**src/rtl/imm_gen_pipe_pkg.sv**
```systemverilog
// Shared decode constants: immediate format selects and the default datapath width.
package core_pkg;

  localparam int XLEN_DEFAULT = 32;

  localparam logic [2:0] IMM_I   = 3'b000;
  localparam logic [2:0] IMM_S   = 3'b001;
  localparam logic [2:0] IMM_B   = 3'b010;
  localparam logic [2:0] IMM_J   = 3'b011;
  localparam logic [2:0] IMM_U   = 3'b100;
  localparam logic [2:0] IMM_Z   = 3'b101;
  localparam logic [2:0] IMM_SH  = 3'b110;
  localparam logic [2:0] IMM_RSV = 3'b111;

endpackage

```
**src/rtl/imm_gen_pipe_extend.sv**
```systemverilog
// Combinational immediate extraction: builds a 32-bit field, then sign- or zero-extends it to XLEN.
module imm_extend_core
  import core_pkg::*;
#(
  parameter int XLEN = XLEN_DEFAULT
) (
  input  logic [31:0]     instr,
  input  logic [2:0]      immsrc,
  output logic [XLEN-1:0] immext,
  output logic            imm_err
);

  logic [31:0] imm32;
  logic        sext;
  logic        unused_opcode;

  assign unused_opcode = ^instr[6:0];

  always_comb begin
    imm32   = '0;
    sext    = 1'b1;
    imm_err = 1'b0;
    case (immsrc)
      IMM_I:  imm32 = {{20{instr[31]}}, instr[31:20]};
      IMM_S:  imm32 = {{20{instr[31]}}, instr[31:25], instr[11:7]};
      IMM_B:  imm32 = {{19{instr[31]}}, instr[31], instr[7], instr[30:25], instr[11:8], 1'b0};
      IMM_J:  imm32 = {{11{instr[31]}}, instr[31], instr[19:12], instr[20], instr[30:21], 1'b0};
      IMM_U:  imm32 = {instr[31:12], 12'b0};
      IMM_Z: begin
        imm32 = {27'b0, instr[19:15]};
        sext  = 1'b0;
      end
      IMM_SH: begin
        // RV64 shift amounts carry a sixth bit in instr[25].
        imm32 = (XLEN == 64) ? {26'b0, instr[25:20]} : {27'b0, instr[24:20]};
        sext  = 1'b0;
      end
      default: begin
        imm32   = '0;
        imm_err = 1'b1;
      end
    endcase
    immext = sext ? XLEN'($signed(imm32)) : XLEN'(imm32);
  end

endmodule

```
**src/rtl/imm_gen_pipe.sv**
```systemverilog
// Pipelined immediate generator with PC-relative target, behind a 2-entry skid buffer.
module imm_gen_pipe
  import core_pkg::*;
#(
  parameter int XLEN = XLEN_DEFAULT
) (
  input  logic            clk,
  input  logic            rst_n,
  input  logic            flush,
  input  logic            in_valid,
  output logic            in_ready,
  input  logic [31:0]     instr,
  input  logic [2:0]      immsrc,
  input  logic [XLEN-1:0] pc,
  output logic            out_valid,
  input  logic            out_ready,
  output logic [XLEN-1:0] immext,
  output logic [XLEN-1:0] tgt,
  output logic            imm_err,
  output logic [1:0]      dbg_state
);

  typedef enum logic [1:0] {
    S_EMPTY = 2'd0,
    S_ONE   = 2'd1,
    S_FULL  = 2'd2
  } state_t;

  state_t          state;
  logic [XLEN-1:0] new_imm;
  logic [XLEN-1:0] new_tgt;
  logic            new_err;
  logic [XLEN-1:0] skid_imm;
  logic [XLEN-1:0] skid_tgt;
  logic            skid_err;

  imm_extend_core #(.XLEN(XLEN)) u_extend (
    .instr   (instr),
    .immsrc  (immsrc),
    .immext  (new_imm),
    .imm_err (new_err)
  );

  assign new_tgt   = pc + new_imm;
  assign dbg_state = state;

  // Handshake: an input transfers on in_valid && in_ready, an output on out_valid && out_ready.
  // in_ready and out_valid are registered; the main entry drives outputs and holds while stalled.
  always_ff @(posedge clk) begin
    if (!rst_n) begin
      state     <= S_EMPTY;
      out_valid <= 1'b0;
      in_ready  <= 1'b1;
      immext    <= '0;
      tgt       <= '0;
      imm_err   <= 1'b0;
      skid_imm  <= '0;
      skid_tgt  <= '0;
      skid_err  <= 1'b0;
    end else if (flush) begin
      state     <= S_EMPTY;
      out_valid <= 1'b0;
      in_ready  <= 1'b1;
    end else begin
      case (state)
        S_EMPTY: begin
          if (in_valid) begin
            immext    <= new_imm;
            tgt       <= new_tgt;
            imm_err   <= new_err;
            out_valid <= 1'b1;
            state     <= S_ONE;
          end
        end
        S_ONE: begin
          if (out_ready && in_valid) begin
            immext  <= new_imm;
            tgt     <= new_tgt;
            imm_err <= new_err;
          end else if (out_ready) begin
            out_valid <= 1'b0;
            state     <= S_EMPTY;
          end else if (in_valid) begin
            skid_imm <= new_imm;
            skid_tgt <= new_tgt;
            skid_err <= new_err;
            in_ready <= 1'b0;
            state    <= S_FULL;
          end
        end
        S_FULL: begin
          if (out_ready) begin
            immext   <= skid_imm;
            tgt      <= skid_tgt;
            imm_err  <= skid_err;
            in_ready <= 1'b1;
            state    <= S_ONE;
          end
        end
        default: begin
          state     <= S_EMPTY;
          out_valid <= 1'b0;
          in_ready  <= 1'b1;
        end
      endcase
    end
  end

endmodule

```
**config.mk**
```make
export PLATFORM = sky130hd
export DESIGN_NAME = imm_gen_pipe
export DESIGN_NICKNAME = d
export VERILOG_FILES = /design/src/rtl/imm_gen_pipe_pkg.sv /design/src/rtl/imm_gen_pipe_extend.sv /design/src/rtl/imm_gen_pipe.sv
export SDC_FILE = /design/constraint.sdc
export NUM_CORES = 1
export LEC_CHECK = 0
export CAP_MARGIN = 30
export CORE_MARGIN = 2
export CORE_UTILIZATION = 55
export CTS_BUF_LIST = sky130_fd_sc_hd__clkbuf_4 sky130_fd_sc_hd__clkbuf_8
export DETAILED_ROUTE_END_ITERATION = 16
export GPL_TIMING_DRIVEN = 1
export PLACE_DENSITY = 0.83
export SLEW_MARGIN = 20
export SYNTH_ARGS = -nofsm -noshare
export SYNTH_HDL_FRONTEND = slang
export SYNTH_SLANG_ARGS = --single-unit
```
**constraint.sdc**
```tcl
create_clock -name clk -period 8.2 [get_ports clk]
set_clock_uncertainty 0.05 [all_clocks]
set_input_delay 2.05 -clock clk [delete_from_list [all_inputs] [get_ports clk]]
set_output_delay 2.05 -clock clk [all_outputs]
set_load 0.1 [all_outputs]
```
==> impl_results.html <==
<table>
<tr><th>Metric</th><th>Value</th></tr>
<tr><th colspan="2">Setup path</th></tr>
<tr><td>Nature of the critical path startpoint</td><td>primary input</td></tr>
<tr><td>Maximum fanout along the worst path</td><td>21</td></tr>
<tr><td>Maximum single-stage delay on the critical path</td><td>0.98 ns</td></tr>
<tr><td>Most frequent cell on the critical path</td><td>nor2b_1</td></tr>
<tr><td>Cells traversed along the worst timing path</td><td>clkdlybuf4s50_1 &gt; nor2b_1 &gt; nor2b_1 &gt; a21oi_1 &gt; inv_1 &gt; ha_1 &gt; nand4_1 &gt; or3_1 &gt; o211ai_2 &gt; nor2_1 &gt; a221o_1 &gt; o31a_1</td></tr>
<tr><td>CP endpoint kind</td><td>register</td></tr>
<tr><td>Crit path required time</td><td>8.50 ns</td></tr>
<tr><td>Worst path arrival time</td><td>6.55 ns</td></tr>
<tr><td>Critical path class</td><td>in -&gt; reg</td></tr>
<tr><td>Cell with the largest stage delay on the worst path</td><td>clkdlybuf4s50_1</td></tr>
<tr><th colspan="2">Finish</th></tr>
<tr><td>Area occupied by multi-input gates</td><td>0.00458 mm^2</td></tr>
<tr><td>FF/Latch Area</td><td>0.00268 mm^2</td></tr>
<tr><td>Most used cells in the layout excluding fill and tap cells</td><td>nand2_1, nor2_1, dfxtp_1, a21oi_1, clkdlybuf4s50_1</td></tr>
<tr><td>Ant diodes</td><td>0</td></tr>
<tr><td>Final net count</td><td>1205</td></tr>
<tr><td>Filler instances</td><td>1162</td></tr>
<tr><td>Ratio of cells with drive above 1 in the final layout</td><td>5.57%</td></tr>
<tr><td>Area delta synth-&gt;final</td><td>23.2%</td></tr>
<tr><th colspan="2">Timing</th></tr>
<tr><td>Post-route minimum period</td><td>6.26 ns</td></tr>
<tr><td>Maximum clock rate</td><td>160 MHz</td></tr>
<tr><td>Final worst slack</td><td>1.94 ns</td></tr>
<tr><td>Unrepaired setup endpoints after global routing</td><td>false</td></tr>
<tr><td>Setup violation total in the final timing report</td><td>0</td></tr>
<tr><td>Setup TNS</td><td>0 ns</td></tr>
<tr><td>Worst slew margin relative to its limit</td><td>31.8%</td></tr>
<tr><td>Post-route fraction of the period consumed by the critical path</td><td>76.3%</td></tr>
<tr><td>Final number of hold-violating endpoints</td><td>0</td></tr>
<tr><td>Max Slew Vio Count</td><td>0</td></tr>
<tr><td>Transition at the pin with the smallest max-transition slack</td><td>1.02 ns</td></tr>
<tr><th colspan="2">Power and ir drop</th></tr>
<tr><td>Max VDD drop</td><td>0.000114 V</td></tr>
<tr><td>Pwr per Cell Area</td><td>198 mW/mm^2</td></tr>
<tr><td>Leakage power</td><td>3.58 nW</td></tr>
<tr><th colspan="2">Floorplan</th></tr>
<tr><td>Core Area</td><td>0.0137 mm^2</td></tr>
<tr><td>Number of top-level pins</td><td>141</td></tr>
<tr><td>Number of rows in the core area</td><td>43</td></tr>
<tr><td>Die W</td><td>122 um</td></tr>
<tr><td>Die area</td><td>0.0149 mm^2</td></tr>
<tr><td>Die Height</td><td>122 um</td></tr>
<tr><td>Effective utilization at floorplan</td><td>55.7%</td></tr>
<tr><th colspan="2">Placement</th></tr>
<tr><td>Placed wire-length estimate</td><td>15.8 mm</td></tr>
<tr><td>Placer Congestion</td><td>0.986</td></tr>
<tr><td>IO Port Bufs</td><td>133</td></tr>
<tr><td>Pre-CTS setup slack</td><td>1.61 ns</td></tr>
<tr><th colspan="2">GRT</th></tr>
<tr><td>Remaining global-route overflow</td><td>0</td></tr>
<tr><td>Global-route usage over all layers</td><td>31.0%</td></tr>
<tr><td>Routing usage on met2</td><td>48.4%</td></tr>
<tr><td>Global-route met1 utilization</td><td>43.4%</td></tr>
<tr><td>Via count of the first global-routing pass</td><td>6831</td></tr>
<tr><td>GR Layer Usage met3</td><td>5.95%</td></tr>
<tr><td>Largest net degree at the start of global routing</td><td>86</td></tr>
<tr><td>Routing layer with the top usage in global route</td><td>met2</td></tr>
<tr><td>Wire length of the first global-routing pass</td><td>35.7 mm</td></tr>
<tr><td>Number of antenna violations at the first check in global routing</td><td>0</td></tr>
<tr><th colspan="2">Synth</th></tr>
<tr><td>Portion of synthesized cell area occupied by the leading cell type</td><td>35.1%</td></tr>
<tr><td>Number of enable flip-flop cells after synthesis</td><td>0</td></tr>
<tr><td>Post-synth ARST share</td><td>0%</td></tr>
<tr><td>Cell types with the largest area share after synthesis</td><td>dfxtp_1, a21oi_1, nand2_1</td></tr>
<tr><td>Number of synthesized register bits</td><td>134</td></tr>
<tr><td>Mapped Avg Cell Area</td><td>7.49 um^2</td></tr>
<tr><td>Sequential area share after synthesis</td><td>35.1%</td></tr>
<tr><td>Cell area after synthesis</td><td>0.00764 mm^2</td></tr>
<tr><td>Number of unique standard cell types used by synthesis</td><td>70</td></tr>
<tr><td>Post-Synthesis Cells</td><td>1020</td></tr>
<tr><td>Yosys synthesis warning count</td><td>0</td></tr>
<tr><td>Post-Syn Nets</td><td>1124</td></tr>
<tr><td>Main flop type after synthesis</td><td>dfxtp_1</td></tr>
<tr><td>Cell type with the highest aggregate area in the netlist</td><td>dfxtp_1</td></tr>
<tr><th colspan="2">Clock tree</th></tr>
<tr><td>TritonCTS clock tree</td><td>yes</td></tr>
<tr><td>Count of hold-fix buffers inserted at cts</td><td>0</td></tr>
<tr><td>Clk pin slew, worst setup/hold paths</td><td>0.08 ns</td></tr>
<tr><td>Sink Count</td><td>134</td></tr>
<tr><td>Post-cts gate resize count</td><td>0</td></tr>
<tr><td>Max Root-Sink Buffers</td><td>2</td></tr>
<tr><td>Number of buffers inserted during clock tree synthesis</td><td>17</td></tr>
<tr><td>Clk Latency, worst-skew pair</td><td>0.46 ns</td></tr>
<tr><td>Root buf cell</td><td>clkbuf_8</td></tr>
<tr><td>H-tree lvl count</td><td>4</td></tr>
<tr><td>Post-CTS setup buffer count</td><td>0</td></tr>
<tr><th colspan="2">Run</th></tr>
<tr><td>Max-Cap Viols</td><td>0</td></tr>
<tr><th colspan="2">Drt</th></tr>
<tr><td>Initial DRT Pass Iterations</td><td>5</td></tr>
<tr><td>DR DRC count</td><td>0</td></tr>
<tr><td>Aggregate routed wire length</td><td>23.1 mm</td></tr>
<tr><td>Total vias in the final route</td><td>7776</td></tr>
<tr><td>DR vias/cell</td><td>6.01</td></tr>
<tr><td>Final routed wire length divided by cell count</td><td>17.9 um</td></tr>
<tr><td>Final antenna-violating net count</td><td>0</td></tr>
<tr><td>Detailed router's first-iteration violation count</td><td>672</td></tr>
<tr><th colspan="2">Run status</th></tr>
<tr><td>Run status</td><td>finished clean</td></tr>
<tr><th colspan="2">Worst hold path</th></tr>
<tr><td>Class of the most critical hold timing path</td><td>reg -&gt; reg</td></tr>
</table>
==> metal layers <==
| layer | wire length (um) | up-vias |
|---|---|---|
| li1 | - | 3809 |
| met1 | 10300 | 3590 |
| met2 | 10700 | 336 |
| met3 | 1730 | 41 |
| met4 | 400 | 0 |
| met5 | 0 | - |
==> critical path, delay by kind of cell <==
kind                       cells  cell delay (ns)
and+or+nand+nor                5             1.99
AOI/OAI and AO/OA              4             1.09
buffers and inverters          2             1.08
adders and majority gates      1             0.32
==> through the flow <==
| step | total power [mW] | instances | util (%) | cell area, um^2 | hold WS [ns] |
|---|---|---|---|---|---|
| floorplan | 1.11 | 1020 | - | 7640 | 0.377 |
| global route | 1.93 | 1294 | 68.6 | 9410 | 0.419 |
| detailed placement | 1.25 | 1262 | 65.5 | 8980 | 0.395 |
| global placement | 1.25 | 1262 | 65.5 | 8980 | 0.388 |
| CTS | 1.86 | 1294 | 68.6 | 9410 | 0.405 |
| finish | 1.86 | 1294 | 68.6 | 9410 | 0.401 |
==> final timing paths <==
path,start,end,slack (ns),depth (start not counted)
min reg2reg,immext[2],immext[2],0.40,2
max reg2reg,dbg_state[0],tgt[30],5.54,7
max,immsrc[2],skid_tgt[30],1.94,12
min,immext[2],immext[2],0.40,2
==> synth_stat cells (11+ instances only) <==
master	number
a211oi_1	47
a21o_1	11
a21oi_1	134
a311oi_1	15
buf_1	11
buf_2	11
clkbuf_1	59
dfxtp_1	134
ha_1	31
inv_1	23
nand2_1	134
nand3_1	20
nor2_1	134
nor2b_1	14
nor3_1	25
o21ai_0	38
or3_1	19
xnor2_1	13
xor2_1	12
==> cell type report <==
type / instances / area share [%]
inverter: 23 / 0.917
tap: 180 / 2.39
timing repair buffer: 143 / 14.9
clock inverter: 13 / 1.90
multi-input combinational: 782 / 48.6
sequential: 134 / 28.5
clock buffer: 19 / 2.71
==> where the power goes <==
| group | leakage, nW | internal, mW | switching [mW] | total (mW) |
|---|---|---|---|---|
| Clock | 0.211 | 0.341 | 0.270 | 0.611 |
| Combinational | 2.28 | 0.174 | 0.383 | 0.557 |
| Sequential | 1.09 | 0.676 | 0.0148 | 0.691 |
| Total | 3.58 | 1.19 | 0.668 | 1.86 |
==> flip-flops by register name, summed over array words and instances, names as in the netlist <==
register	flops
immext	32
skid_imm	32
skid_tgt	32
tgt	32
dbg_state	2
imm_err	1
in_ready	1
out_valid	1
skid_err	1
==> kinds of logic after synthesis <==
kind of cell             count (synthesis)  share of synthesized area [%]
multiplexers                             7                          0.933
AND/OR/NAND/NOR                        383                           22.0
buffers and inverters                  104                           5.29
flip-flops                             134                           35.1
AO/OA/AOI/OAI                          335                           28.5
adder cells (fa/ha/maj)                 32                           5.34
XOR/XNOR                                25                           2.86
(Power assumes the default switching activity.)
